### config.mk
export PLATFORM = sky130hd
export DESIGN_NAME = dmem_arbiter
export DESIGN_NICKNAME = d
export VERILOG_FILES = /design/src/rtl/dmem_arbiter.sv
export SDC_FILE = /design/constraint.sdc
export NUM_CORES = 1
export LEC_CHECK = 0
export CAP_MARGIN = 20
export CORE_MARGIN = 4
export CORE_UTILIZATION = 37
export CTS_CLUSTER_DIAMETER = 40
export DETAILED_ROUTE_END_ITERATION = 8
export MAX_ROUTING_LAYER = met4
export PLACE_DENSITY = 0.86
export SYNTH_ARGS = -nofsm -noshare
export SYNTH_HDL_FRONTEND = slang
export SYNTH_SLANG_ARGS = --single-unit
export TNS_END_PERCENT = 20
### constraint.sdc
create_clock -name clk -period 2.4 [get_ports clk]
set_input_delay 0.72 -clock clk [delete_from_list [all_inputs] [get_ports clk]]
set_output_delay 0.72 -clock clk [all_outputs]
set_load 0.03 [all_outputs]
### src/rtl/dmem_arbiter.sv
// dmem_arbiter: shares a single-port data memory between the core (m0) and a
// loader/debug master (m1). Each access is held on the memory for MEM_LAT
// cycles, then the owner receives a one-cycle ack with registered read data.
// Arbitration is round-robin by default; defining DMEM_ARB_FIXED_PRIO_EN
// makes m0 win every contention instead.
module dmem_arbiter #(
  parameter int unsigned ADDR_W  = 32,
  parameter int unsigned DATA_W  = 32,
  parameter int unsigned MEM_LAT = 1
) (
  input  logic              clk,
  input  logic              rst_n,
  // core load/store master
  input  logic              m0_req,
  input  logic              m0_we,
  input  logic [ADDR_W-1:0] m0_addr,
  input  logic [DATA_W-1:0] m0_wdata,
  output logic              m0_ack,
  output logic [DATA_W-1:0] m0_rdata,
  // loader / debug master
  input  logic              m1_req,
  input  logic              m1_we,
  input  logic [ADDR_W-1:0] m1_addr,
  input  logic [DATA_W-1:0] m1_wdata,
  output logic              m1_ack,
  output logic [DATA_W-1:0] m1_rdata,
  // data memory
  output logic              mem_read,
  output logic              mem_write,
  output logic [ADDR_W-1:0] mem_addr,
  output logic [DATA_W-1:0] mem_wdata,
  input  logic [DATA_W-1:0] mem_rdata,
  // status
  output logic              busy,
  output logic              owner
);

  // Counter wide enough for the legal MEM_LAT range 1..15.
  localparam int unsigned CNT_W = 4;

  typedef enum logic [1:0] {
    IDLE   = 2'd0,
    ACCESS = 2'd1,
    DONE   = 2'd2
  } state_e;

  state_e              state_q, state_d;
  logic [CNT_W-1:0]    cnt_q, cnt_d;
  logic                prio_q, prio_d;
  logic                owner_q, owner_d;
  logic                we_q, we_d;
  logic [ADDR_W-1:0]   addr_q, addr_d;
  logic [DATA_W-1:0]   wdata_q, wdata_d;
  logic [DATA_W-1:0]   m0_rdata_q, m0_rdata_d;
  logic [DATA_W-1:0]   m1_rdata_q, m1_rdata_d;
  logic                m0_ack_q, m0_ack_d;
  logic                m1_ack_q, m1_ack_d;
  logic                mem_read_q, mem_read_d;
  logic                mem_write_q, mem_write_d;
  logic                busy_q, busy_d;
  logic                win_c;

  // Pick the master to grant when the arbiter is idle.
  always_comb begin
    win_c = 1'b0;
`ifdef DMEM_ARB_FIXED_PRIO_EN
    // m0 wins whenever it is requesting; m1 only gets the memory otherwise.
    win_c = ~m0_req;
`else
    // Contention resolved by the round-robin pointer, else the lone requester.
    if (m0_req && m1_req) begin
      win_c = prio_q;
    end else begin
      win_c = m1_req;
    end
`endif
  end

  // Next-state and registered-output logic of the grant FSM.
  always_comb begin
    state_d    = state_q;
    cnt_d      = cnt_q;
    prio_d     = prio_q;
    owner_d    = owner_q;
    we_d       = we_q;
    addr_d     = addr_q;
    wdata_d    = wdata_q;
    m0_rdata_d = m0_rdata_q;
    m1_rdata_d = m1_rdata_q;
    m0_ack_d   = 1'b0;
    m1_ack_d   = 1'b0;

    unique case (state_q)
      IDLE: begin
        if (m0_req || m1_req) begin
          owner_d = win_c;
          we_d    = win_c ? m1_we    : m0_we;
          addr_d  = win_c ? m1_addr  : m0_addr;
          wdata_d = win_c ? m1_wdata : m0_wdata;
          cnt_d   = CNT_W'(MEM_LAT - 1);
          state_d = ACCESS;
        end
      end
      ACCESS: begin
        if (cnt_q == '0) begin
          // Last memory cycle: capture read data for the owner only.
          if (!we_q) begin
            if (owner_q) begin
              m1_rdata_d = mem_rdata;
            end else begin
              m0_rdata_d = mem_rdata;
            end
          end
          // Ack is raised together with entry into DONE.
          m0_ack_d = ~owner_q;
          m1_ack_d = owner_q;
          state_d  = DONE;
        end else begin
          cnt_d = cnt_q - CNT_W'(1);
        end
      end
      DONE: begin
        prio_d  = ~owner_q;
        state_d = IDLE;
      end
      default: begin
        state_d = IDLE;
      end
    endcase

    // Memory strobes are high on exactly the cycles spent in ACCESS.
    mem_read_d  = (state_d == ACCESS) && !we_d;
    mem_write_d = (state_d == ACCESS) && we_d;
    busy_d      = (state_d != IDLE);
  end

  // State and output registers; async reset discards any access in flight.
  always_ff @(posedge clk or negedge rst_n) begin
    if (!rst_n) begin
      state_q     <= IDLE;
      cnt_q       <= '0;
      prio_q      <= 1'b0;
      owner_q     <= 1'b0;
      we_q        <= 1'b0;
      addr_q      <= '0;
      wdata_q     <= '0;
      m0_rdata_q  <= '0;
      m1_rdata_q  <= '0;
      m0_ack_q    <= 1'b0;
      m1_ack_q    <= 1'b0;
      mem_read_q  <= 1'b0;
      mem_write_q <= 1'b0;
      busy_q      <= 1'b0;
    end else begin
      state_q     <= state_d;
      cnt_q       <= cnt_d;
      prio_q      <= prio_d;
      owner_q     <= owner_d;
      we_q        <= we_d;
      addr_q      <= addr_d;
      wdata_q     <= wdata_d;
      m0_rdata_q  <= m0_rdata_d;
      m1_rdata_q  <= m1_rdata_d;
      m0_ack_q    <= m0_ack_d;
      m1_ack_q    <= m1_ack_d;
      mem_read_q  <= mem_read_d;
      mem_write_q <= mem_write_d;
      busy_q      <= busy_d;
    end
  end

  // Output mapping.
  assign m0_ack    = m0_ack_q;
  assign m1_ack    = m1_ack_q;
  assign m0_rdata  = m0_rdata_q;
  assign m1_rdata  = m1_rdata_q;
  assign mem_read  = mem_read_q;
  assign mem_write = mem_write_q;
  assign mem_addr  = addr_q;
  assign mem_wdata = wdata_q;
  assign busy      = busy_q;
  assign owner     = owner_q;

endmodule

==> results.tsv, run 1 <==
stage	metric	value	unit
timing	crit share post-route	96.39	%
timing	Setup Viol. Count Final	0	
floorplan	Die H	139.2	um
yosys	post-synthesis sequential area ratio	55.83	%
routing	DR iter-0 viols	394	
floorplan	core box area	0.01670	sq mm
power_and_ir_drop	LEAKAGE	4.182	nW
setup_path	WP data required	1.68	ns
yosys	Warnings, synthesis	0	
grt	total track usage	23.00	%
cells_and_area	P&R area growth vs syn	60.70	%
outcome	status	complete, no violations	
clock_tree	clock-pin slew on the worst setup and hold paths	0.06	ns
timing	Max transition margin	63.18	%
routing	DR pass1 iterations	5	
yosys	Post-synth ARST share	100.0	%
routing	Antenna Nets Post-Route	0	
grt	vias in the first global route	5977	
timing	Hold Violations, Final	0	
power_and_ir_drop	clock group share of total power	18.3	%
setup_path	Worst Setup Path Type	reg2out	
grt	initial antenna violation count	0	
clock_tree	Max Root-Sink Buffers	2	
grt	global-route wire length before repair	33820	um
timing	Slew @ Worst Pin	0.5515	ns
power_and_ir_drop	switching portion of total power	41.59	%
routing	routed vias/inst	5.418	
power_and_ir_drop	combinational power share	52.7	%
floorplan	number of I/O pins	300	
setup_path	critical path's slowest cell	clkdlybuf4s50_1	
power_and_ir_drop	Psw	6.261	mW
clock_tree	post-cts sizing count	0	
setup_path	Critical Path End Type	output pin	
setup_path	Critical path origin	owner	
floorplan	full die area	0.01936	sq mm
timing	fin crit period	2.313	ns
yosys	Synth Register Bits	142	
power_and_ir_drop	maximum VDD drop	0.8093	mV
yosys	Cell variety after synth	32	
grt	total grt overflow	0	
place	HPWL after DPL	15900	um
timing	RSZ-0062 raised after global routing	no	
yosys	Cells after Synth	572	
flow_run	max-cap violations	0	
clock_tree	postcts setup bufs	0	
place	gp weighted congestion	0.8152	
clock_tree	root buffer cell	clkbuf_16	
hold_path	Hold Path Class	in2async	
clock_tree	Clk Latency, worst-skew pair	0.41	ns
setup_path	Arr. time, crit path	1.59	ns
setup_path	CP Depth	1	
yosys	Mapped Area	0.006365	sq mm
setup_path	R2R Setup Slk	0.17	ns
yosys	Syn Area/Cell	11.13	sq um
yosys	Post-synth top flop	dfrtp_1	
timing	Setup Skew	0.008119	ns
cells_and_area	area occupied by registers	0.003553	sq mm
power_and_ir_drop	Flop pwr share	29.0	%
routing	vias post-DR	5873	
setup_path	cells on worst reg2reg path	6	
cells_and_area	Final nets	1019	
clock_tree	CTS buffer count	17	
yosys	Post-Syn Nets	740	
timing	fmax	432.3	MHz
setup_path	Startpoint Class	flip-flop	
routing	routed wire length	21810	um
floorplan	Die W	139.2	um
power_and_ir_drop	design internal power	8.794	mW
power_and_ir_drop	Pwr Density	1472	mW/mm^2
place	Buffers on Ports	299	
setup_path	Crit Path Max Fanout	7	
setup_path	Crit path max-delay family	buffers and inverters	
setup_path	worst r2r src	cnt_q[0]	
cells_and_area	fill count	1357	
cells_and_area	Multi-input gate area	0.002519	sq mm
setup_path	crit-path max cell delay	0.73	ns
power_and_ir_drop	overall power	15.06	mW
grt	largest net degree at the start of global routing	66	
timing	Post-Route Setup TNS	0	ns
routing	average wire per standard cell	20.12	um
clock_tree	# H-tree levels	4	
setup_path	crit-path cells	clkdlybuf4s50_1	
yosys	Post-synth EDFFs	0	
floorplan	initial core utilization	38.11	%
cells_and_area	Ant. Diodes	0	
clock_tree	clock sinks	142	
timing	Max Slew Vio Count	0	
routing	DRC	0	
floorplan	Rows	47	
cells_and_area	share of layout cells above drive strength 1	14.58	%
clock_tree	Hold Buf Count CTS	0	
setup_path	Worst Path Buf+Inv	1	
clock_tree	CTS tree	built	
## stage by stage
| stage | hold slack [ns] | setup slack, ns | cells | area [sq um] | utilization, % |
|---|---|---|---|---|---|
| 4_1_cts | 0.2166 | 0.04499 | 1084 | 10230 | 61.23 |
| 2_1_floorplan | 0.4244 | 0.1654 | 572 | 6365 | - |
| 3_5_place_dp | 0.4928 | 0.1911 | 1052 | 9605 | 57.51 |
| 6_report | 0.2267 | 0.08663 | 1084 | 10230 | 61.25 |
| 5_1_grt | 0.2368 | 0.004731 | 1084 | 10230 | 61.25 |
| 3_3_place_gp | 0.4797 | 0.2467 | 1052 | 9605 | 57.51 |
## power groups by stage
stage	clock network, mW	registers [mW]	logic, mW
2_1_floorplan	0	6.52	2.26
3_3_place_gp	0	4.32	7.82
3_5_place_dp	0	4.39	7.99
4_1_cts	2.82	4.36	8.02
5_1_grt	2.94	4.51	8.39
6_report	2.75	4.37	7.94
## path summary, 6_finish.rpt
path | to
worst min-delay path | mem_wdata[3]
min in group clk | m0_rdata[1]
max in group asynchronous | m1_rdata[15]
worst min register to register | m0_rdata[1]
worst max register to register | m1_rdata[28]
worst max-delay path | owner
## placed cells by master, fill, tap and decap left out, types with 2 or more instances in the layout
cell / n
dfrtp_1: 142
or4_1: 2
o21ai_0: 70
ha_1: 2
bufinv_16: 3
nand3_1: 67
mux2_2: 33
clkdlybuf4s50_1: 296
or2_2: 2
and2_1: 2
nor3_1: 2
nor2_1: 4
mux2i_1: 3
inv_1: 2
mux2_4: 30
nand2_1: 4
clkbuf_16: 17
clkinv_4: 2
nor2_4: 2
buf_4: 13
a21oi_1: 66
clkinvlp_4: 2
nand2b_1: 2
buf_12: 8
inv_6: 5
a31oi_1: 65
## area by class of cell
class                           count  share of cell area [%]
Sequential cell                   142                   34.74
Multi-Input combinational cell    367                   24.62
Clock buffer                       19                   4.330
Clock inverter                     13                   1.737
Tap cell                          220                   2.691
Inverter                            3                  0.1101
Timing Repair Buffer              320                   31.77
## cells by family after synthesis
family                     after synthesis  synth area share [%]
muxes                                   67                 13.56
DFF                                    142                 55.83
and+or+nand+nor                         94                 7.745
AOI/OAI and AO/OA                      204                 17.48
buffers and inverters                   63                 4.993
adders and majority gates                2                0.3931
## metal layers
metal	routed length (um)	global-route usage, %	vias to the layer above
li1	-	-	2670
met1	8936	28.43	2845
met2	10570	37.02	328
met3	1812	6.414	30
met4	493	6.952	0
met5	0	-	-
## worst reg2reg max path, cell delays in order (launching register included)
cell and delay, ns:
dfrtp_1 0.40, inv_1 0.09, ha_1 0.15, or3b_1 0.40, or4b_4 0.51, buf_12 0.21, mux2_4 0.36
## synthesized netlist by cell type, drive strengths merged, types with 3 or more instances
library cell	instances	share of area, %
nand2b	3	0.29
buf	16	2.2
a21oi	66	5.2
mux2i	3	0.47
a31oi	65	6.4
nor2	6	0.35
clkbuf	44	2.6
nand3	67	5.3
dfrtp	142	56
inv	3	0.18
mux2	64	13
nand2	4	0.24
o21ai	70	5.5
## sequential cells by signal, indices dropped and copies added, names as in the netlist
| name | flops |
|---|---|
| m1_ack | 1 |
| owner | 1 |
| prio_q | 1 |
| m0_rdata | 32 |
| busy | 1 |
| mem_read | 1 |
| m1_rdata | 32 |
| mem_addr | 32 |
| state_q | 2 |
| mem_write | 1 |
| cnt_q | 4 |
| we_q | 1 |
| m0_ack | 1 |
| mem_wdata | 32 |
No activity file was read; power rests on OpenSTA's default activity.
==> run 2, diff against run 1 <==
--- a/config.mk
+++ b/config.mk
@@ -5,6 +5,7 @@
 export SDC_FILE = /design/constraint.sdc
 export NUM_CORES = 1
 export LEC_CHECK = 0
+export ABC_CLOCK_PERIOD_IN_PS = 2400
 export CAP_MARGIN = 20
 export CORE_MARGIN = 4
 export CORE_UTILIZATION = 37
==> results of run 2 <==
Same layout as run 1: the final DEF is identical, and so are final timing and power.
